<file path="src/rtl/booth_mul_arbiter.sv">
// booth_mul_arbiter: round-robin front end sharing one sequential Booth multiplier
// between NREQ requesters. A winner's operands are captured at grant, then the block
// pulses mul_start, sends multiplicand then multiplier on mul_data, waits for
// mul_done (with a watchdog) and pulses rsp_valid back to the winner.
// Ports:
//   clk, rst_n              clock, synchronous active-low reset
//   req, a_in, b_in         per-requester request and operand slices (W bits each)
//   gnt, rsp_valid          one-hot grant / one-cycle response pulse
//   rsp_data, rsp_err       signed 2W product, timeout flag
//   busy                    high in every state except IDLE
//   mul_start, mul_data     start pulse and operand bus to the multiplier
//   mul_done, mul_result    completion flag and product from the multiplier
// All outputs are registered.
module booth_mul_arbiter #(
   parameter int NREQ    = 4,
   parameter int W       = 8,
   parameter int TIMEOUT = 64
) (
   input  logic              clk,
   input  logic              rst_n,
   input  logic [NREQ-1:0]   req,
   input  logic [NREQ*W-1:0] a_in,
   input  logic [NREQ*W-1:0] b_in,
   output logic [NREQ-1:0]   gnt,
   output logic [NREQ-1:0]   rsp_valid,
   output logic [2*W-1:0]    rsp_data,
   output logic              rsp_err,
   output logic              busy,
   output logic              mul_start,
   output logic [W-1:0]      mul_data,
   input  logic              mul_done,
   input  logic [2*W-1:0]    mul_result
);

   localparam int PW = (NREQ > 1) ? $clog2(NREQ) : 1;
   localparam int CW = $clog2(TIMEOUT);

   typedef enum logic [2:0] {
      S_IDLE, S_START, S_LDM, S_LDQ, S_WAIT, S_RESP
   } state_t;

   state_t            state_q, state_d;
   logic [PW-1:0]     ptr_q, ptr_d;
   logic [PW-1:0]     win_q, win_d;
   logic [W-1:0]      a_q, a_d;
   logic [W-1:0]      b_q, b_d;
   logic [CW-1:0]     wd_q, wd_d;
   logic [NREQ-1:0]   gnt_q, gnt_d;
   logic [NREQ-1:0]   vld_q, vld_d;
   logic [2*W-1:0]    data_q, data_d;
   logic              err_q, err_d;
   logic              busy_q, busy_d;
   logic              start_q, start_d;
   logic [W-1:0]      bus_q, bus_d;

   logic [PW-1:0]     pick;
   logic              found;
   logic [NREQ-1:0]   win_oh;

   // Round-robin: first set bit scanning upward from the last winner + 1.
   always_comb begin
      pick  = ptr_q;
      found = 1'b0;
      for (int i = 1; i <= NREQ; i++) begin
         if (!found && req[(int'(ptr_q) + i) % NREQ]) begin
            found = 1'b1;
            pick  = PW'((int'(ptr_q) + i) % NREQ);
         end
      end
   end

   always_comb begin
      state_d = state_q;
      ptr_d   = ptr_q;
      win_d   = win_q;
      a_d     = a_q;
      b_d     = b_q;
      wd_d    = wd_q;
      data_d  = data_q;
      err_d   = 1'b0;
      unique case (state_q)
         S_IDLE: begin
            if (found) begin
               win_d   = pick;
               ptr_d   = pick;
               a_d     = a_in[pick*W +: W];
               b_d     = b_in[pick*W +: W];
               state_d = S_START;
            end
         end
         S_START: state_d = S_LDM;
         S_LDM:   state_d = S_LDQ;
         S_LDQ: begin
            wd_d    = '0;
            state_d = S_WAIT;
         end
         S_WAIT: begin
            // done takes precedence over an expiring watchdog
            if (mul_done) begin
               data_d  = mul_result;
               state_d = S_RESP;
            end else if (wd_q == CW'(TIMEOUT - 1)) begin
               data_d  = '0;
               err_d   = 1'b1;
               state_d = S_RESP;
            end else begin
               wd_d = wd_q + CW'(1);
            end
         end
         S_RESP:  state_d = S_IDLE;
         default: state_d = S_IDLE;
      endcase

      // Outputs are registered, so they are decoded from the next state.
      win_oh  = {{(NREQ-1){1'b0}}, 1'b1} << win_d;
      gnt_d   = (state_d != S_IDLE) ? win_oh : '0;
      vld_d   = (state_d == S_RESP) ? win_oh : '0;
      busy_d  = (state_d != S_IDLE);
      start_d = (state_d == S_START);
      unique case (state_d)
         S_LDM:   bus_d = a_d;
         S_LDQ:   bus_d = b_d;
         default: bus_d = '0;
      endcase
   end

   always_ff @(posedge clk) begin
      if (!rst_n) begin
         state_q <= S_IDLE;
         ptr_q   <= PW'(NREQ - 1);
         win_q   <= '0;
         a_q     <= '0;
         b_q     <= '0;
         wd_q    <= '0;
         gnt_q   <= '0;
         vld_q   <= '0;
         data_q  <= '0;
         err_q   <= 1'b0;
         busy_q  <= 1'b0;
         start_q <= 1'b0;
         bus_q   <= '0;
      end else begin
         state_q <= state_d;
         ptr_q   <= ptr_d;
         win_q   <= win_d;
         a_q     <= a_d;
         b_q     <= b_d;
         wd_q    <= wd_d;
         gnt_q   <= gnt_d;
         vld_q   <= vld_d;
         data_q  <= data_d;
         err_q   <= err_d;
         busy_q  <= busy_d;
         start_q <= start_d;
         bus_q   <= bus_d;
      end
   end

   assign gnt       = gnt_q;
   assign rsp_valid = vld_q;
   assign rsp_data  = data_q;
   assign rsp_err   = err_q;
   assign busy      = busy_q;
   assign mul_start = start_q;
   assign mul_data  = bus_q;

endmodule

</file>
<file path="config.mk">
export PLATFORM = sky130hd
export DESIGN_NAME = booth_mul_arbiter
export DESIGN_NICKNAME = d
export VERILOG_FILES = /design/src/rtl/booth_mul_arbiter.sv
export SDC_FILE = /design/constraint.sdc
export NUM_CORES = 1
export LEC_CHECK = 0
export CORE_UTILIZATION = 60
export DETAILED_ROUTE_END_ITERATION = 7
export DONT_BUFFER_PORTS = 1
export HOLD_SLACK_MARGIN = 0.05
export PLACE_DENSITY = 0.76
export SLEW_MARGIN = 20
export SYNTH_ARGS = -nofsm -noshare
export SYNTH_HDL_FRONTEND = slang
export SYNTH_SLANG_ARGS = --single-unit
</file>
<file path="constraint.sdc">
create_clock -name clk -period 2.15 [get_ports clk]
set_input_delay 0.215 -clock clk [delete_from_list [all_inputs] [get_ports clk]]
set_output_delay 0.215 -clock clk [all_outputs]
set_load 0.05 [all_outputs]
</file>
==> flow_summary.yaml, run 1 <==
layout:
  synthToLayoutAreaGrowth_pct: 11.3
  filler_cell_count: 335
  nets: 386
  num_antenna_cells: 0
  drive_gt1_share_pct: 8.91
logic_synthesis:
  ys_types: 48
  synth_flop_cell: "dfxtp_1"
  synthArstFlopShare_pct: 0
  ys_seq_area_share_pct: 44.9
  synthTopCellsByArea: "dfxtp_1 (45%), mux2i_1 (12%), a22oi_1 (6.3%)"
  synth_most_common_cell: "dfxtp_1"
  ys_warn_count: 0
  ys_ff_latch: 64
  yosysTopAreaCellShare_pct: 44.9
  synth_edf_count: 0
  netlist_top_cells_count: "dfxtp_1 (64), mux2i_1 (33), nor2_1 (29)"
  synth_area_per_cell_um2: 9.87
  synthCells: 289
  synth_fp_nets: 377
  netlist_area_um2: 2850
  synth_largest_area_cell: "dfxtp_1"
timing:
  skew_ns: 0.00674
  setup_slack_ns: 0.264
  finalSetupViolCount: 0
  final-max-slew-violation-count: 0
  max_clock_freq_mhz: 530
  setup_tns_ns: 0
  max_slew_margin_pct: 57.1
  grt_setup_unrepaired: "false"
  min_period_over_period_pct: 87.7
  fin_crit_ns: 1.89
  tightest_slew_ns: 0.639
  finalHoldViolCount: 0
cts:
  cts_resized: 0
  clk_latency_ns: 0.34
  clock_path_buffers: 2
  htree_levels: 3
  cts_root_buf: "clkbuf_8"
  cts.sinks: 64
  cts_tree: "built"
  clk_pin_slew_ns: 0.06
  cts_made_buffers: 9
setup_path:
  startpoint_type: "register"
  path_class: "register to register"
  cp-startpoint: "wd_q[0]"
  cp.depth: 6
  arrival_ns: 2.11
  crit_fanout: 16
  r2r_start: "wd_q[0]"
  crit_buf_inv: 0
  rrSetupSlack_ns: 0.26
  endpoint_kind: "register"
  r2r.worst_path.cells: 6
  crit_path_max_incr_delay_ns: 0.36
  cp_cell_sequence: "ha_1, and4_1, a21o_1, nand2_1, a22oi_1, nor2b_1"
  cp_top_family: "simple AND/OR/NAND/NOR gates"
  critPathSlowestCell: "dfxtp_1"
  critPathRequiredTime_ns: 2.37
die:
  initial_core_util_pct: 63.8
  ios: 122
  die_y_um: 71.0
  fp-row-count: 24
  die_w_um: 71.0
  die_area_um2: 5030
  coreArea_um2: 4470
global_routing:
  grt_overflow: 0
  grt_pass1_wl_um: 9780
  antenna_found_initial: 0
  grt_usage_pct: 25.5
  grt_pass1_vias: 2034
  grt_max_degree: 38
worst_hold_path:
  min_from: "mul_result[15]"
  hold_class: "input port to register"
  worstHoldPathCells: 2
power:
  peakVddDrop_mv: 0.775
  seq_power_share_pct: 49.3
  clockPowerShare_pct: 34.5
  power.leakage_nw: 1.26
  powerDensity_nw_per_um2: 935
  combPwrFrac_pct: 16.2
  switching_share_pct: 28.9
  power.switching_mw: 0.858
  intPower_mw: 2.11
detailed_routing:
  vias: 2245
  detail_route.wl_per_cell_um: 17.6
  vias_per_cell: 6.32
  drt_iter0_markers: 167
  drt_pass1_iterations: 7
  routed_wl_um: 6240
  route.detailed.drc: 13
  ant_nets: 0
placement:
  dp_hpwl_um: 4040
  gp_congestion: 0.796
  place_ws_ns: 0.329
  port_buffers: 0
run_status:
  outcome: "finished, violations left"
  failed_checks: "design-rule violations"
flow_run:
  drv_cap: 0
[cells in the final DEF, fill, tap and decap left out, types with 2 or more instances in the layout]
| cell type | n |
|---|---|
| o21ai_0 | 7 |
| mux2i_1 | 33 |
| dfxtp_1 | 64 |
| a21oi_1 | 4 |
| o2111ai_1 | 2 |
| and3_1 | 2 |
| xor2_1 | 5 |
| nor2b_1 | 18 |
| clkinv_2 | 2 |
| a31oi_1 | 2 |
| clkbuf_8 | 11 |
| nand2b_1 | 3 |
| nor2_1 | 29 |
| o221ai_1 | 15 |
| nor3_1 | 2 |
| nand2_1 | 6 |
| nor3b_1 | 2 |
| dlygate4sd3_1 | 14 |
| nand3_1 | 18 |
| clkbuf_1 | 2 |
| buf_4 | 3 |
| o31a_1 | 3 |
| and3b_1 | 2 |
| a22oi_1 | 24 |
| inv_1 | 2 |
| o211ai_1 | 3 |
[registers in the layout, indices dropped and copies added, names as in the netlist, 2 cells and up]
register and flops:
b_q 8, rsp_data 16, win_q 2, gnt 4, mul_data 8, rsp_valid 4
ptr_q 2, wd_q 6, state_q 3, a_q 8
[power by group through the flow]
stage | Combinational (mW) | Sequential, mW | Clock [mW]
after floorplan | 0.421 | 1.45 | 0
after CTS | 0.480 | 1.46 | 1.04
after global routing | 0.526 | 1.48 | 1.10
after detailed placement | 0.448 | 1.49 | 0
final | 0.481 | 1.46 | 1.02
after global placement | 0.439 | 1.48 | 0
[timing repair]
item / in CTS / in global routing
hold buffers: 15 / 0
buffers inserted: 0 / 0
hold endpoints to repair: 38 / 0
setup endpoints to repair: 0 / 0
[worst reg2reg max path, cell delays in order, from the launching register on]
cell,delay (ns)
dfxtp_1,0.36
ha_1,0.19
and4_1,0.32
a21o_1,0.17
nand2_1,0.31
a22oi_1,0.34
nor2b_1,0.09
[cell families (layout without fill, tap and decap cells)]
kind of cell               Yosys count  count (layout)  share of synthesized area [%]
and+or+nand+nor                     94              94                           17.7
AOI/OAI and AO/OA                   69              69                           18.8
DFF                                 64              64                           44.9
muxes                               33              33                           11.6
buffers and inverters               23              37                           5.04
xor gates and xnor gates             5               5                           1.54
adders and majority gates            1               1                          0.439
[metal layers]
layer  part of all wire, %  GRT usage, %
met4                   1.4          10.4
met1                    45          33.8
met5                     0             0
met2                    45          37.6
met3                   9.2          9.40
[through the flow]
| stage | hold slack (ns) | cell area, µm² | cells | utilization (%) | power (mW) |
|---|---|---|---|---|---|
| after floorplan | 0.287 | 2850 | 289 | - | 1.87 |
| after global placement | 0.289 | 2830 | 324 | 63.3 | 1.92 |
| after detailed placement | 0.290 | 2830 | 324 | 63.3 | 1.93 |
| after CTS | 0.0500 | 3180 | 355 | 71.1 | 2.98 |
| after global routing | 0.0563 | 3170 | 355 | 70.9 | 3.11 |
| final | 0.0590 | 3170 | 355 | 70.9 | 2.97 |
[final cells by class]
cell class                      count  area (µm²)  area share [%]
Clock buffer                       13         159            5.01
Clock inverter                      3        40.0            1.26
Inverter                            2        7.51           0.237
Multi-Input combinational cell    202        1430            45.2
Sequential cell                    64        1280            40.4
Tap cell                           52        65.1            2.05
Timing Repair Buffer               19         188            5.91
[worst paths after layout]
path                       end
setup / recovery   rsp_data[4]
hold / removal    rsp_data[15]
setup reg to reg   rsp_data[4]
hold reg to reg        wd_q[1]
Power figures use the tool's default switching activity.
==> run 2, diff against run 1 <==
--- a/config.mk
+++ b/config.mk
@@ -9,7 +9,7 @@
 export DETAILED_ROUTE_END_ITERATION = 7
 export DONT_BUFFER_PORTS = 1
 export HOLD_SLACK_MARGIN = 0.05
-export PLACE_DENSITY = 0.76
+export PLACE_DENSITY = 0.77
 export SLEW_MARGIN = 20
 export SYNTH_ARGS = -nofsm -noshare
 export SYNTH_HDL_FRONTEND = slang
==> flow_summary.yaml, run 2 (synthesis gave the netlist of run 1 again) <==
run_status:
  outcome: "finished, violations left"
  failed_checks: "design-rule violations"
setup_path:
  endpoint_kind: "register"
  crit_fanout: 16
  startpoint_type: "register"
  arrival_ns: 2.11
  critPathRequiredTime_ns: 2.39
  path_class: "register to register"
timing:
  setup_tns_ns: 0
  skew_ns: 0.00972
  max_slew_margin_pct: 50.2
  min_period_over_period_pct: 87.4
  tightest_slew_ns: 0.741
  fin_crit_ns: 1.88
  finalHoldViolCount: 0
  max_clock_freq_mhz: 532
  final-max-slew-violation-count: 0
  finalSetupViolCount: 0
  grt_setup_unrepaired: "false"
cts:
  clk_pin_slew_ns: 0.07
  cts_made_buffers: 9
  cts.sinks: 64
  post_cts_buffers: 0
  cts_tree: "built"
  clk_latency_ns: 0.35
  cts_root_buf: "clkbuf_8"
  clock_path_buffers: 2
  htree_levels: 3
  cts_resized: 0
  cts_hold_buf: 14
die:
  die_y_um: 71.0
  coreArea_um2: 4470
  ios: 122
  fp-row-count: 24
  initial_core_util_pct: 63.8
  die_area_um2: 5030
  die_w_um: 71.0
detailed_routing:
  drt_iter0_markers: 122
  drt_pass1_iterations: 6
  vias: 2237
  m1WireLength_um: 2600
  top_layer_used: "met4"
  route.detailed.drc: 7
  routed_wl_um: 6070
  met2_length_um: 2880
  detail_route.wl_per_cell_um: 17.2
  vias_per_cell: 6.36
  ant_nets: 0
  dr_wl_met3_um: 454
placement:
  port_buffers: 0
  gp_congestion: 0.804
  dp_hpwl_um: 3990
  placed_area_um2: 2820
layout:
  nets: 383
  num_antenna_cells: 0
  drive_gt1_share_pct: 9.00
  largest_register_ffs: 16
  synthToLayoutAreaGrowth_pct: 11.1
  finalInstanceArea_um2: 3170
  final_cell_mix: "dfxtp_1 (64), mux2i_1 (33), nor2_1 (29)"
  final_common_cell: "dfxtp_1"
  final_util_pct: 70.9
power:
  power.leakage_nw: 1.25
  powerDensity_nw_per_um2: 941
  peakVddDrop_mv: 0.492
flow_run:
  drv_cap: 0
worst_hold_path:
  hold_class: "input port to register"
global_routing:
  antenna_found_initial: 0
  grt_max_degree: 40
  grt_overflow: 0
  grt_pass1_wl_um: 9560
  grt_pass1_vias: 2037
  grt_usage_pct: 25.0
run 2: cell types whose count changed in the layout (fill, tap and decap cells not counted):
cell,delta
buf_12,+1
clkinv_2,-1
dlygate4sd3_1,-1
clkinvlp_4,+2
clkbuf_8,-1
clkbuf_1,-2
buf_4,-2
inv_6,+1
buf_2,-1
clkinv_4,+1
run 2: layout make-up:
type                    instances  area, µm²
multi-input cells             202       1430
inverters                       2       7.51
fillers                       342       1300
flip-flops and latches         64       1280
clock inverters                 6       67.6
clock buffers                  10        138
repair buffers                 16        178
well taps                      52       65.1
run 2: final timing paths:
check	from	endpoint	slack, ns	cells past startpoint
max reg2reg	wd_q[0]	rsp_data[2]	0.27	6
min	mul_result[13]	rsp_data[13]	0.06	2
min reg2reg	wd_q[1]	wd_q[1]	0.48	2
max	wd_q[0]	rsp_data[2]	0.27	6
run 2: metrics by stage:
step	hold WS, ns	cells	total power [mW]	worst slack (ns)
4_1_cts	0.0512	352	2.99	0.315
3_5_place_dp	0.291	322	1.92	0.322
3_3_place_gp	0.289	322	1.91	0.337
6_report	0.0589	352	2.98	0.271
2_1_floorplan	0.287	289	1.87	0.534
5_1_grt	0.0527	352	3.13	0.0997
run 2: report_power, final:
| part | internal (mW) | leakage (nW) | switching (mW) |
|---|---|---|---|
| combinational | 0.220 | 0.629 | 0.256 |
| sequential | 1.29 | 0.522 | 0.162 |
| clock | 0.570 | 0.0989 | 0.483 |
| total | 2.08 | 1.25 | 0.901 |
run 2: metal layers:
| layer | global-route usage, % | up-vias |
|---|---|---|
| met2 | 38.0 | 108 |
| met1 | 31.8 | 1031 |
| met5 | 0 | - |
| li1 | - | 1085 |
| met4 | 11.3 | 0 |
| met3 | 9.40 | 13 |
run 2: critical path, cell delays in order (launching register included):
cell and delay (ns):
dfxtp_1 0.36, ha_1 0.19, and4_1 0.31, a21o_1 0.16, nand2_1 0.31, a22oi_1 0.37, nor2b_1 0.08
==> run 3, diff against run 2 <==
--- a/config.mk
+++ b/config.mk
@@ -5,6 +5,7 @@
 export SDC_FILE = /design/constraint.sdc
 export NUM_CORES = 1
 export LEC_CHECK = 0
+export CORE_MARGIN = 2
 export CORE_UTILIZATION = 60
 export DETAILED_ROUTE_END_ITERATION = 7
 export DONT_BUFFER_PORTS = 1
==> flow_summary.yaml, run 3 (synthesis gave the netlist of run 1 again) <==
run_status:
  outcome: "complete, no violations"
detailed_routing:
  ant_nets: 0
  drt_iter0_markers: 85
  met2_length_um: 2990
  dr_wl_met3_um: 498
  detail_route.wl_per_cell_um: 17.7
  vias_per_cell: 6.36
  vias: 2195
  routed_wl_um: 6100
  top_layer_used: "met4"
  m1WireLength_um: 2470
  route.detailed.drc: 0
  drt_pass1_iterations: 4
layout:
  largest_register_ffs: 16
  stdcell_count: 345
  filler_cell_count: 386
  num_antenna_cells: 0
  final_common_cell: "dfxtp_1"
  multi_input_area_um2: 1430
  finalInstanceArea_um2: 3070
  synthToLayoutAreaGrowth_pct: 7.46
  nets: 377
  drive_gt1_share_pct: 7.90
  final-seq-area_um2: 1280
  final_cell_mix: "dfxtp_1 (64), mux2i_1 (33), nor2_1 (29)"
setup_path:
  startpoint_type: "register"
  endpoint_kind: "register"
  crit_fanout: 16
  cp-startpoint: "wd_q[0]"
  r2r_end: "rsp_data[7]"
  path_class: "register to register"
  r2r_start: "wd_q[0]"
  endpoint: "rsp_data[7]"
  r2r.worst_path.cells: 6
  critPathRequiredTime_ns: 2.37
  arrival_ns: 2.07
  rrSetupSlack_ns: 0.30
timing:
  max_slew_margin_pct: 56.5
  skew_ns: 0.00522
  grt_setup_unrepaired: "false"
  holdWs_ns: 0.0583
  setup_tns_ns: 0
  min_period_over_period_pct: 86.1
  max_clock_freq_mhz: 540
  fin_crit_ns: 1.85
  final-max-slew-violation-count: 0
  finalHoldViolCount: 0
  tightest_slew_ns: 0.651
  finalSetupViolCount: 0
global_routing:
  grt_pass1_vias: 2026
  antenna_found_initial: 0
  grt_usage_pct: 23.0
  grt_max_degree: 37
  grt_overflow: 0
  grt_pass1_wl_um: 9310
power:
  power.leakage_nw: 1.21
  powerDensity_nw_per_um2: 937
  switching_share_pct: 28.6
  clockPowerShare_pct: 33.3
  peakVddDrop_mv: 0.446
  seq_power_share_pct: 50.7
  combPwrFrac_pct: 16.0
  power.switching_mw: 0.822
  intPower_mw: 2.05
  report.power.total_mw: 2.87
die:
  ios: 122
  initial_core_util_pct: 61.2
  fp-row-count: 25
  die_y_um: 73.0
  die_w_um: 73.0
  coreArea_um2: 4660
  die_area_um2: 5320
cts:
  clk_latency_ns: 0.33
  cts_root_buf: "clkbuf_8"
  htree_levels: 3
  cts_tree: "built"
  clock_path_buffers: 2
  cts_hold_buf: 6
  cts_made_buffers: 9
  clk_pin_slew_ns: 0.06
  cts_resized: 0
  cts.sinks: 64
  post_cts_buffers: 0
placement:
  placed_area_um2: 2830
  gp_congestion: 0.802
  dp_hpwl_um: 4080
  dp_cells: 325
  port_buffers: 0
flow_run:
  drv_cap: 0
worst_hold_path:
  hold_class: "input port to register"
  min_from: "mul_result[4]"
[run 3: cell count changes in the layout (fill, tap and decap cells not counted), sizes merged]
| cell | before | now |
|---|---|---|
| buf | 3 | 4 |
| clkbuf | 10 | 12 |
| clkinv | 2 | 0 |
| clkinvlp | 2 | 0 |
| dlygate4sd3 | 13 | 6 |
| inv | 3 | 2 |
[run 3: routing by layer]
metal,vias to the layer above,track usage (%)
met3,12,7.32
met4,0,12.6
met1,1022,27.5
met5,-,0
li1,1062,-
met2,99,36.6
[run 3: area by class of cell]
cell class / instances / area share (%)
clock buffers: 12 / 4.73
repair buffers: 10 / 3.27
flip-flops and latches: 64 / 41.8
well taps: 54 / 2.20
clock inverters: 1 / 0.980
multi-input cells: 202 / 46.8
inverters: 2 / 0.245
[run 3: worst min-delay path by stage]
stage                        to  slack, ns  cells past startpoint
finish              rsp_data[4]       0.06                      2
global route        rsp_data[1]       0.05                      2
CTS                 rsp_data[8]       0.05                      2
detailed placement      rsp_err       0.29                      1
global placement        rsp_err       0.29                      1
floorplan               rsp_err       0.29                      1
[run 3: worst max-delay path: stages (launching register included)]
cell	delay, ns
dfxtp_1	0.36
ha_1	0.18
and4_1	0.32
a21o_1	0.16
nand2_1	0.32
a22oi_1	0.32
nor2b_1	0.07
[run 3: metrics by stage]
stage	setup slack (ns)	util, %
global placement	0.394	60.6
CTS	0.338	65.7
floorplan	0.534	-
detailed placement	0.343	60.6
finish	0.299	65.8
global route	0.153	65.8
[run 3: power by group through the flow]
stage / clock [mW] / combinational, mW / sequential, mW
finish: 0.957 / 0.460 / 1.46
global route: 1.03 / 0.510 / 1.47
CTS: 0.976 / 0.462 / 1.45
detailed placement: 0 / 0.443 / 1.48
global placement: 0 / 0.434 / 1.48
floorplan: 0 / 0.421 / 1.45
